**config.mk**
```make
export PLATFORM = sky130hd
export DESIGN_NAME = systolic_skew_feeder
export DESIGN_NICKNAME = d
export VERILOG_FILES = /design/src/rtl/systolic_skew_feeder.sv
export SDC_FILE = /design/constraint.sdc
export NUM_CORES = 1
export LEC_CHECK = 0
export CAP_MARGIN = 20
export CORE_MARGIN = 2
export CORE_UTILIZATION = 40
export CTS_CLUSTER_DIAMETER = 40
export DETAILED_ROUTE_END_ITERATION = 7
export GPL_TIMING_DRIVEN = 0
export PLACE_DENSITY = 0.74
export SETUP_SLACK_MARGIN = 0.5
export SYNTH_ARGS = -nofsm -noshare
export SYNTH_HDL_FRONTEND = slang
export SYNTH_SLANG_ARGS = --single-unit
```
**constraint.sdc**
```tcl
create_clock -name clk -period 1.3 [get_ports clk]
set_input_delay 0.13 -clock clk [delete_from_list [all_inputs] [get_ports clk]]
set_output_delay 0.13 -clock clk [all_outputs]
set_load 0.03 [all_outputs]
```
**src/rtl/systolic_skew_feeder.sv**
```systemverilog
// Diagonal skew feeder: lane i of each accepted row is delayed i advance cycles, tile framed by s_last.
// Optional statistics outputs (stat_rows, stat_stalls) are enabled by defining SKEW_FEEDER_STATS_EN.
module systolic_skew_feeder #(
  parameter int unsigned NUM_PATHS  = 8,
  parameter int unsigned DATA_WIDTH = 16
) (
  input  logic                            clk,
  input  logic                            rst_n,
  input  logic                            s_valid,
  output logic                            s_ready,
  input  logic [NUM_PATHS*DATA_WIDTH-1:0] s_data,
  input  logic                            s_last,
  input  logic                            m_ready,
  output logic [NUM_PATHS-1:0]            m_valid,
  output logic [NUM_PATHS*DATA_WIDTH-1:0] m_data,
  output logic                            tile_done,
  output logic                            busy
`ifdef SKEW_FEEDER_STATS_EN
  ,
  output logic [31:0]                     stat_rows,
  output logic [31:0]                     stat_stalls
`endif
);

  localparam int unsigned CNT_W = (NUM_PATHS > 1) ? $clog2(NUM_PATHS) : 1;

  localparam logic [1:0] IDLE   = 2'd0;
  localparam logic [1:0] STREAM = 2'd1;
  localparam logic [1:0] DRAIN  = 2'd2;

  logic [1:0]       state;
  logic [1:0]       state_next;
  logic [CNT_W-1:0] drain_cnt;
  logic [CNT_W-1:0] drain_cnt_next;
  logic             done_next;
  logic             advance;
  logic             accept;

  // The whole skew array moves as one wavefront, gated only by downstream readiness.
  assign advance = m_ready;
  assign s_ready = rst_n & m_ready & (state != DRAIN);
  assign accept  = s_valid & s_ready;
  assign busy    = (state != IDLE) | (|m_valid);

  always_ff @(posedge clk) begin
    if (!rst_n) begin
      state     <= IDLE;
      drain_cnt <= '0;
      tile_done <= 1'b0;
    end else begin
      state     <= state_next;
      drain_cnt <= drain_cnt_next;
      tile_done <= done_next;
    end
  end

  // Drain counts the advances still needed for the last row to clear the deepest lane.
  always_comb begin
    state_next     = state;
    drain_cnt_next = drain_cnt;
    done_next      = 1'b0;
    case (state)
      IDLE, STREAM: begin
        if (accept) begin
          if (s_last) begin
            state_next     = DRAIN;
            drain_cnt_next = CNT_W'(NUM_PATHS - 1);
          end else begin
            state_next = STREAM;
          end
        end
      end
      DRAIN: begin
        if (advance) begin
          if (drain_cnt != '0) begin
            drain_cnt_next = drain_cnt - CNT_W'(1);
          end else begin
            done_next  = 1'b1;
            state_next = IDLE;
          end
        end
      end
      default: state_next = IDLE;
    endcase
  end

  // Lane i owns a chain of i+1 stages; bubbles carry zero data so invalid outputs read 0.
  for (genvar i = 0; i < NUM_PATHS; i++) begin : g_lane
    logic [i:0]                 vreg;
    logic [i:0][DATA_WIDTH-1:0] dreg;

    always_ff @(posedge clk) begin
      if (!rst_n) begin
        vreg <= '0;
        dreg <= '0;
      end else if (advance) begin
        vreg[0] <= accept;
        dreg[0] <= accept ? s_data[i*DATA_WIDTH +: DATA_WIDTH] : '0;
        for (int k = 1; k <= i; k++) begin
          vreg[k] <= vreg[k-1];
          dreg[k] <= dreg[k-1];
        end
      end
    end

    assign m_valid[i]                          = vreg[i];
    assign m_data[i*DATA_WIDTH +: DATA_WIDTH] = dreg[i];
  end

`ifdef SKEW_FEEDER_STATS_EN
  // Counters show their value during the tile_done cycle and restart from that cycle's activity.
  always_ff @(posedge clk) begin
    if (!rst_n) begin
      stat_rows   <= '0;
      stat_stalls <= '0;
    end else begin
      if (tile_done) begin
        stat_rows <= accept ? 32'd1 : 32'd0;
      end else if (accept && (stat_rows != '1)) begin
        stat_rows <= stat_rows + 32'd1;
      end
      if (tile_done) begin
        stat_stalls <= (!m_ready && busy) ? 32'd1 : 32'd0;
      end else if (!m_ready && busy && (stat_stalls != '1)) begin
        stat_stalls <= stat_stalls + 32'd1;
      end
    end
  end
`endif

endmodule

```
=== Word-level counts from Yosys, hierarchy flattened ===
Cells that the tools add are included.

* Input bits: 133
* Logic and storage cells: 88
* Bits in registers: 618

* Multiplexer cells: 19
* Add/sub/neg operators: 1
* Equality and inequality tests: 8
* Bitwise operators: 4
* Reduce and logical (&&, ||, !) cells: 9

{| class="wikitable"
|+ Operators with widths
! cell !! number
|-
| 16-bit 2-to-1 mux || 8
|-
| 3-bit 2-to-1 mux || 4
|-
| 2-bit != test, second input constant || 6
|-
| 2-bit 2-to-1 mux || 4
|-
| 8-bit OR reduction || 1
|-
| 3-bit case mux with 2 select lines || 1
|-
| 3-bit AND reduction || 2
|-
| 5-bit AND reduction || 1
|-
| 2-bit case mux with 2 select lines || 1
|-
| 2-bit nonzero test || 2
|-
| 1-bit AND || 3
|-
| 3-bit nonzero test || 1
|-
| 3-bit by 1-bit subtractor with 3-bit output, second input constant || 1
|-
| 2-bit by 1-bit == test with 1-bit output, second input constant || 1
|-
| 2-bit == test, second input constant || 1
|-
| 2-bit zero test || 1
|-
| 2-bit OR reduction || 1
|-
| 1-bit 2-to-1 mux || 1
|-
| 1-bit bitwise OR || 1
|}

=== Depth between registers and ports, before layout ===
Gate-level depths: netlist of run 1.

* Word-level depth: 5
* Depth in mapped cells: 6

=== Worst setup path before layout of run 1 ===
No wires, ideal clock.

* Path kind: register to register
* Start: register drain_cnt[0]
* End: register drain_cnt[0]
* Period minus slack after synthesis: 1354 ps
* Arrival time: 1239 ps
* Setup slack: -54 ps
* Stages on the path, launching flop included: 7
* Path through: dfxtp_1 > inv_1 > ha_1 > ha_1 > and4bb_1 > nor2_1 > o21a_1

* Cells in the longest elaborated chain, start to end: 4
* Elaborated cells between the ends (all ways): 7

{| class="wikitable"
|+ Ends and longest elaborated chain
! item !! RTL line !! RTL
|-
| start, declared || 33 || <nowiki>logic [CNT_W-1:0] drain_cnt;</nowiki>
|-
| start signal, assigned || 52 || <nowiki>drain_cnt <= drain_cnt_next;</nowiki>
|-
| 3-bit by 1-bit subtractor with 3-bit output || 76 || <nowiki>drain_cnt_next = drain_cnt - CNT_W'(1);</nowiki>
|-
| 3-bit 2-to-1 mux || 75 || <nowiki>if (drain_cnt != '0) begin</nowiki>
|-
| 3-bit 2-to-1 mux || 74 || <nowiki>if (advance) begin</nowiki>
|-
| 3-bit case mux with 2 select lines || 62 || <nowiki>case (state)</nowiki>
|}

Parallel ways exist; a longest one is shown, timed or not. The select of a mux whose other input is x is not followed.
A chain may end at the register's enable or synchronous reset.

=== Worst setup path in the final report of run 1 ===
* Start: register state[1]
* End: register g_lane[1].dreg[15] in the netlist's numbering

* Cells in the longest elaborated chain, start to end: 4

{| class="wikitable"
|+ Ends and longest elaborated chain
! item !! RTL line !! RTL
|-
| start, declared || 31 || <nowiki>logic [1:0] state;</nowiki>
|-
| start signal, assigned || 51 || <nowiki>state <= state_next;</nowiki>
|-
| 2-bit != test || 41 || <nowiki>assign s_ready = rst_n & m_ready & (state != DRAIN);</nowiki>
|-
| 1-bit AND || 41 ||
|-
| 1-bit AND || 42 || <nowiki>assign accept = s_valid & s_ready;</nowiki>
|-
| 16-bit 2-to-1 mux || 98 || <nowiki>dreg[0] <= accept ? s_data[i*DATA_WIDTH +: DATA_WIDTH] : '0;</nowiki>
|-
| end signal, assigned by index || 101 || <nowiki>dreg[k] <= dreg[k-1];</nowiki>
|-
| end, declared || 90 || <nowiki>logic [i:0][DATA_WIDTH-1:0] dreg;</nowiki>
|}

No other way between the ends.

==> results of run 1 <==
[cell type report]
class,instances,area (um2),area share (%)
Sequential cell,590,12000,40.3
Inverter,5,21.3,0.0714
Multi-Input combinational cell,1072,7740,26.0
Clock inverter,54,607,2.04
Tap cell,680,851,2.85
Clock buffer,99,2290,7.69
Antenna cell,2,5.00,0.0168
Buffer,243,2620,8.79
Timing Repair Buffer,332,3670,12.3
[flip-flops by register name, summed over array words and instances (netlist names)]
name and count:
g_lane.dreg 464, m_data 112, g_lane.vreg 8, drain_cnt 3
state 2, tile_done 1
[logic make-up (layout without fill, tap and decap cells)]
kind of cell	after synthesis	in the layout	synth area share, %
AO/OA/AOI/OAI	140	140	5.70
AND/OR/NAND/NOR	475	475	8.73
multiplexers	455	455	21.7
flip-flops	590	590	56.3
other	0	2	0
adder cells (fa/ha/maj)	2	2	0.119
buffers and inverters	248	733	7.47
[Yosys cell counts]
library cell | count | area share (%)
buf_1 | 3 | 0.054
a21oi_1 | 6 | 0.14
a22o_1 | 128 | 5.3
nor3b_2 | 1 | 0.060
nor2b_2 | 1 | 0.042
a32o_1 | 1 | 0.048
nand2_1 | 2 | 0.036
a211oi_1 | 1 | 0.036
a31oi_1 | 1 | 0.030
buf_4 | 134 | 4.8
ha_1 | 2 | 0.12
clkbuf_1 | 58 | 1.0
inv_2 | 1 | 0.018
nand3_1 | 2 | 0.048
and4bb_1 | 1 | 0.060
o21a_1 | 3 | 0.11
nor2_1 | 460 | 8.2
nand2b_1 | 3 | 0.089
and3_1 | 1 | 0.030
buf_6 | 12 | 0.64
dfxtp_1 | 590 | 56
inv_1 | 4 | 0.072
nor4_1 | 3 | 0.089
mux2i_1 | 455 | 22
buf_2 | 36 | 0.86
nand4bb_1 | 1 | 0.054
[routing by layer]
metal / vias up / track usage [%]
met2: 305 / 32.4
met3: 95 / 4.75
li1: 7249 / -
met4: 10 / 6.99
met1: 7123 / 22.5
met5: - / 0
[stage by stage]
| stage | util (%) | area, um2 | setup TNS (ns) |
|---|---|---|---|
| 2_1_floorplan | - | 21600 | 0 |
| 4_1_cts | 56.4 | 29100 | -28.44 |
| 3_5_place_dp | 48.7 | 25100 | -368.09 |
| 6_report | 57.8 | 29800 | -36.96 |
| 3_3_place_gp | 48.7 | 25100 | -351.00 |
| 5_1_grt | 57.8 | 29800 | -48.65 |
[worst min-delay path by stage]
stage                              startpoint                        end  slack (ns)  cells after the start
finish                                  rst_n      state[1]$_SDFFE_PN0P_        0.07                      2
detailed placement  drain_cnt[1]$_SDFFE_PN0P_  drain_cnt[1]$_SDFFE_PN0P_        0.45                      1
global placement    drain_cnt[2]$_SDFFE_PN0P_  drain_cnt[2]$_SDFFE_PN0P_        0.45                      1
floorplan                               rst_n  drain_cnt[0]$_SDFFE_PN0P_        0.25                      1
global route                            rst_n      state[1]$_SDFFE_PN0P_        0.04                      2
CTS                                     rst_n      state[1]$_SDFFE_PN0P_        0.02                      2
[worst max-delay path: cells and delay by family (launching register included)]
family                 cells  cell delay [ns]
buffers and inverters      4             0.73
and+or+nand+nor            2             0.39
DFF                        1             0.35
AOI/OAI and AO/OA          1             0.12
[power by group through the flow]
stage / registers (mW) / logic [mW] / clock network (mW)
after global routing: 18.6 / 2.92 / 24.1
after global placement: 18.9 / 2.41 / 0
after floorplan: 18.9 / 1.55 / 0
after detailed placement: 19.0 / 2.46 / 0
after CTS: 18.6 / 2.55 / 23.3
final: 18.6 / 2.75 / 22.9
[repair_timing]
item | CTS | global route
endpoints found under the hold margin | 2 | 0
setup endpoints to repair | 729 | 540
buffers inserted | 29 | 15
pin swaps | 2 | 11
gates resized for setup | 1252 | 82
gates cloned | 0 | 16
hold buffers | 2 | 0
==> impl_metrics.env, run 1 <==
export IMPL_first_global_vias=15000
export IMPL_p_leak_nw=13.3
export IMPL_final_common_cell="nor2_1"
export IMPL_avgViaCountPerCell=4.80
export IMPL_r2r_setup_slack_ns=-0.37
export IMPL_core_um2=51600
export IMPL_drt_pass1_iterations=4
export IMPL_endpoint="g_lane[1].dreg[15]$_SDFFE_PN0P_"
export IMPL_cts_tree="yes"
export IMPL_cts_sinks=590
export IMPL_path_class="reg -> reg"
export IMPL_dp_hpwl_mm=35.2
export IMPL_synth_seq_cells=590
export IMPL_die_area_um2=54300
export IMPL_clock_latency_ns=0.61
export IMPL_routed_wl_mm=53.6
export IMPL_hold_viol_final=0
export IMPL_max_freq_mhz=600
export IMPL_netlist_area_um2=21000
export IMPL_reg2reg_to="g_lane[1].dreg[15]$_SDFFE_PN0P_"
export IMPL_fin_crit_ns=1.67
export IMPL_drive_above_1_share_pct=30.9
export IMPL_top_layer="met5"
export IMPL_syn_instance_count=1910
export IMPL_postRouteAntennaNets=0
export IMPL_internal_power_mw=33.9
export IMPL_grt_max_degree=15
export IMPL_wl_met2_mm=26.7
export IMPL_io_buffers=270
export IMPL_power_density_nw_per_um2=1480
export IMPL_fp_dieH_um=233
export IMPL_critPathMaxFanout=6
export IMPL_drc=0
export IMPL_fin_ws_ns=-0.368
export IMPL_ir_drop_uv=1070
export IMPL_r2r_start="state[1]$_SDFFE_PN0P_"
export IMPL_worstPathArrival_ns=2.19
export IMPL_ys_seq_area_share_pct=56.3
export IMPL_cap_violations=0
export IMPL_slowest_delay_ns=0.35
export IMPL_cts_buffers=83
export IMPL_worstSetupStartpointType="register"
export IMPL_crit_chain="buf_4 -> nor2b_4 -> nor3b_4 -> buf_6 -> clkbuf_16 -> clkbuf_16 -> a22o_1"
export IMPL_relSlewSlack_pct=68.2
export IMPL_power_switching_mw=10.3
export IMPL_rsz0062_at_grt="true"
export IMPL_gp_congestion=0.810
export IMPL_ys_warn_count=0
export IMPL_skew_ns=0.0320
export IMPL_numPlacedInstances=2860
export IMPL_nFillCells=4113
export IMPL_instances_no_fill=3077
export IMPL_setup_violations=145
export IMPL_holdWs_ns=0.0650
export IMPL_num_rows=83
export IMPL_clkTransAtPathRegs_ns=0.06
export IMPL_avgRoutedWirePerCell_um=17.4
export IMPL_tightest_slew_ns=0.477
export IMPL_vias=14800
export IMPL_p_clk_share_pct=51.8
export IMPL_seqPwrFrac_pct=42.0
export IMPL_required_ns=1.83
export IMPL_cp_common_cell="clkbuf_16"
export IMPL_final_cell_mix="nor2_1 (458), mux2i_1 (454), dfxtp_1 (449), buf_6 (268), dfxtp_2 (133)"
export IMPL_grtUsageTotal_pct=18.8
export IMPL_maxSlewViolCount=0
export IMPL_routedLengthMet1_mm=22.8
export IMPL_syn_nets=2045
export IMPL_power_mw=44.2
export IMPL_drt_iter0_drc=613
export IMPL_avgSynthCellArea_um2=11.0
export IMPL_wl_met3_mm=2.64
export IMPL_cts_buffer_depth=3
export IMPL_cp_end_kind="register"
export IMPL_switching_share_pct=23.3
export IMPL_pin_count=272
export IMPL_synth_distinct_cells=26
export IMPL_area_growth_synth_to_final_pct=42.0
export IMPL_hp_class="in -> reg"
export IMPL_crit_start="state[1]$_SDFFE_PN0P_"
export IMPL_grt_ovfl_total=0
export IMPL_antenna_found_initial=7
export IMPL_clockRootBuffer="clkbuf_16"
export IMPL_finalNetCount=2462
export IMPL_dp_slack_ns=-1.11
export IMPL_slowest_stage="dfxtp_4"
export IMPL_htree_levels=3
export IMPL_period_share_pct=128
export IMPL_status="finished with violations"
export IMPL_fp_dieW_um=233
export IMPL_power_frac_comb_pct=6.2
export IMPL_ff2ff_path_depth=7
export IMPL_violations="negative setup slack"
export IMPL_grt_pass1_wl_mm=81.0
export IMPL_start_util_pct=40.7
No activity file was read; power rests on OpenSTA's default activity.
==> inputs of run 2 (changes only) <==
--- a/config.mk
+++ b/config.mk
@@ -6,13 +6,16 @@
 export NUM_CORES = 1
 export LEC_CHECK = 0
 export CAP_MARGIN = 20
+export CELL_PAD_IN_SITES_DETAIL_PLACEMENT = 1
+export CELL_PAD_IN_SITES_GLOBAL_PLACEMENT = 1
 export CORE_MARGIN = 2
-export CORE_UTILIZATION = 40
+export CORE_UTILIZATION = 39
 export CTS_CLUSTER_DIAMETER = 40
 export DETAILED_ROUTE_END_ITERATION = 7
 export GPL_TIMING_DRIVEN = 0
-export PLACE_DENSITY = 0.74
+export PLACE_DENSITY = 0.86
 export SETUP_SLACK_MARGIN = 0.5
+export SLEW_MARGIN = 5
 export SYNTH_ARGS = -nofsm -noshare
 export SYNTH_HDL_FRONTEND = slang
 export SYNTH_SLANG_ARGS = --single-unit
==> run 2 against run 1 <==
Compared with the run above:
- the flow still finishes with violations (negative setup slack)
- final area up 2.3%
- final cell count up 1.9%
- setup slack worse by 0.041 ns
- sequential cell count unchanged
- register-to-register slack worse by 0.02 ns
- combinational power up 9.8%
- die area up 2.5%
- clock-buffer cell count down 4
- first-iteration DRC count up 7.3%
- largest power group unchanged
==> impl_metrics.env, run 2 (synthesized netlist as in run 1, its figures left out) <==
export IMPL_largest_reg_flops=464
export IMPL_power_density_nw_per_um2=1470
export IMPL_clock_latency_ns=0.63
export IMPL_skew_ns=0.0245
export IMPL_setup_violations=219
export IMPL_critPathMaxFanout=2
export IMPL_maxSlewViolCount=0
export IMPL_worstSetupStartpointType="register"
export IMPL_avgRoutedWirePerCell_um=22.7
export IMPL_setup_tns_ns=-43.01
export IMPL_postRouteAntennaNets=0
export IMPL_htree_levels=3
export IMPL_dp_hpwl_mm=40.2
export IMPL_ir_drop_uv=1430
export IMPL_final_cell_mix="nor2_1 (458), dfxtp_1 (448), mux2i_1 (442), buf_6 (285), dfxtp_2 (133)"
export IMPL_slowest_delay_ns=0.36
export IMPL_crit_chain="nor4_4 -> nand3_2 -> buf_6"
export IMPL_vias=15900
export IMPL_clkTransAtPathRegs_ns=0.06
export IMPL_first_global_vias=17900
export IMPL_tightest_slew_ns=0.566
export IMPL_grt_ovfl_total=0
export IMPL_antenna_found_initial=8
export IMPL_required_ns=1.17
export IMPL_finalNetCount=2504
export IMPL_fp_dieW_um=236
export IMPL_routed_wl_mm=71.1
export IMPL_pin_count=272
export IMPL_area_growth_synth_to_final_pct=45.2
export IMPL_fp_dieH_um=236
export IMPL_drc=0
export IMPL_hold_viol_final=0
export IMPL_cap_violations=0
export IMPL_path_class="reg -> out"
export IMPL_final_cell_area_um2=30500
export IMPL_nFillCells=5376
export IMPL_io_buffers=270
export IMPL_clockRootBuffer="clkbuf_16"
export IMPL_cp_end_kind="output port"
export IMPL_cts_buffer_depth=3
export IMPL_drive_above_1_share_pct=32.8
export IMPL_status="finished with violations"
export IMPL_hp_class="in -> reg"
export IMPL_cts_sinks=590
export IMPL_max_freq_mhz=585
export IMPL_power_mw=44.7
export IMPL_grtUsageTotal_pct=23.8
export IMPL_p_leak_nw=13.5
export IMPL_regMostFlops="g_lane.dreg"
export IMPL_core_um2=53500
export IMPL_grt_pass1_wl_mm=103
export IMPL_instances_no_fill=3136
export IMPL_period_share_pct=131
export IMPL_die_area_um2=55700
export IMPL_fin_crit_ns=1.71
export IMPL_worstPathArrival_ns=1.58
export IMPL_numPlacedInstances=2876
export IMPL_dpl_cell_area_um2=25200
export IMPL_start_util_pct=39.2
export IMPL_cts_buffers=80
export IMPL_gp_congestion=0.788
export IMPL_relSlewSlack_pct=62.3
export IMPL_slowest_stage="dfxtp_4"
export IMPL_drt_iter0_drc=658
export IMPL_violations="negative setup slack"
export IMPL_rsz0062_at_grt="true"
export IMPL_grt_max_degree=14
export IMPL_avgViaCountPerCell=5.06
export IMPL_drt_pass1_iterations=5
export IMPL_fin_ws_ns=-0.409
export IMPL_cts_tree="yes"
export IMPL_num_rows=85
export IMPL_final_common_cell="nor2_1"
## run 2: cell types whose count changed in the layout (fill, tap and decap cells not counted), moves of 7 or more
cell | previous run | this run
buf_12 | 11 | 21
buf_16 | 0 | 13
buf_4 | 30 | 40
buf_6 | 268 | 285
buf_8 | 52 | 60
clkbuf_16 | 101 | 83
clkbuf_2 | 29 | 42
clkinv_2 | 5 | 12
clkinvlp_4 | 15 | 7
inv_6 | 6 | 13
mux2i_1 | 454 | 442
## run 2: cell type report
| cell class | instances | area, um2 | share of cell area, % |
|---|---|---|---|
| timing repair buffer | 377 | 4270 | 14.0 |
| tap | 696 | 871 | 2.86 |
| clock buffer | 95 | 2180 | 7.15 |
| inverter | 5 | 23.8 | 0.0780 |
| sequential | 590 | 12000 | 39.4 |
| buffer | 243 | 2620 | 8.59 |
| multi-input combinational | 1072 | 7860 | 25.8 |
| clock inverter | 53 | 634 | 2.08 |
| antenna | 5 | 12.5 | 0.0410 |
## run 2: worst paths after layout
kind | from | to | slack [ns] | cells past startpoint
max reg2reg | state[1]$_SDFFE_PN0P_ | g_lane[5].dreg[1]$_SDFFE_PN0P_ | -0.39 | 8
min reg2reg | g_lane[0].dreg[13]$_SDFFE_PN0P_ | g_lane[0].dreg[13]$_SDFFE_PN0P_ | 0.47 | 1
min | m_ready | drain_cnt[0]$_SDFFE_PN0P_ | 0.02 | 4
max | g_lane[6].vreg[5]$_SDFFE_PN0P_ | busy | -0.41 | 3
## run 2: stage by stage
step,utilization (%),setup slack [ns],hold slack [ns]
after floorplan,-,0.0383,0.247
after global placement,47.0,-1.18,0.455
after detailed placement,47.0,-1.25,0.458
after CTS,55.8,-0.440,0.0109
after global routing,57.0,-0.483,0.0189
final,57.0,-0.409,0.0188
## run 2: where the power goes
| group | internal [mW] | switching [mW] | total, mW |
|---|---|---|---|
| clock network | 14.0 | 9.10 | 23.1 |
| registers | 18.4 | 0.227 | 18.6 |
| logic | 1.56 | 1.47 | 3.02 |
## run 2: worst max-delay path: cells and delay by family (launching register included)
kind | cells | cell delay [ns]
buffers and inverters | 1 | 0.16
AND/OR/NAND/NOR | 2 | 0.42
flip-flops | 1 | 0.36
## run 2: timing repair
action                                  4_1_cts  5_1_grt
cloned                                       14        1
endpoints found under the setup margin      729      666
pin swaps                                     9       33
buffers inserted                             57       32
hold buffers                                  2        1
gates resized for setup                    1299       88
endpoints found under the hold margin         2        1
## run 2: routing by layer
layer	wire length, um	vias up	global-route usage [%]
li1	-	7332	-
met4	2350	6	10.7
met1	27700	7968	25.7
met3	3350	144	5.18
met2	37600	409	44.4
met5	49	-	0
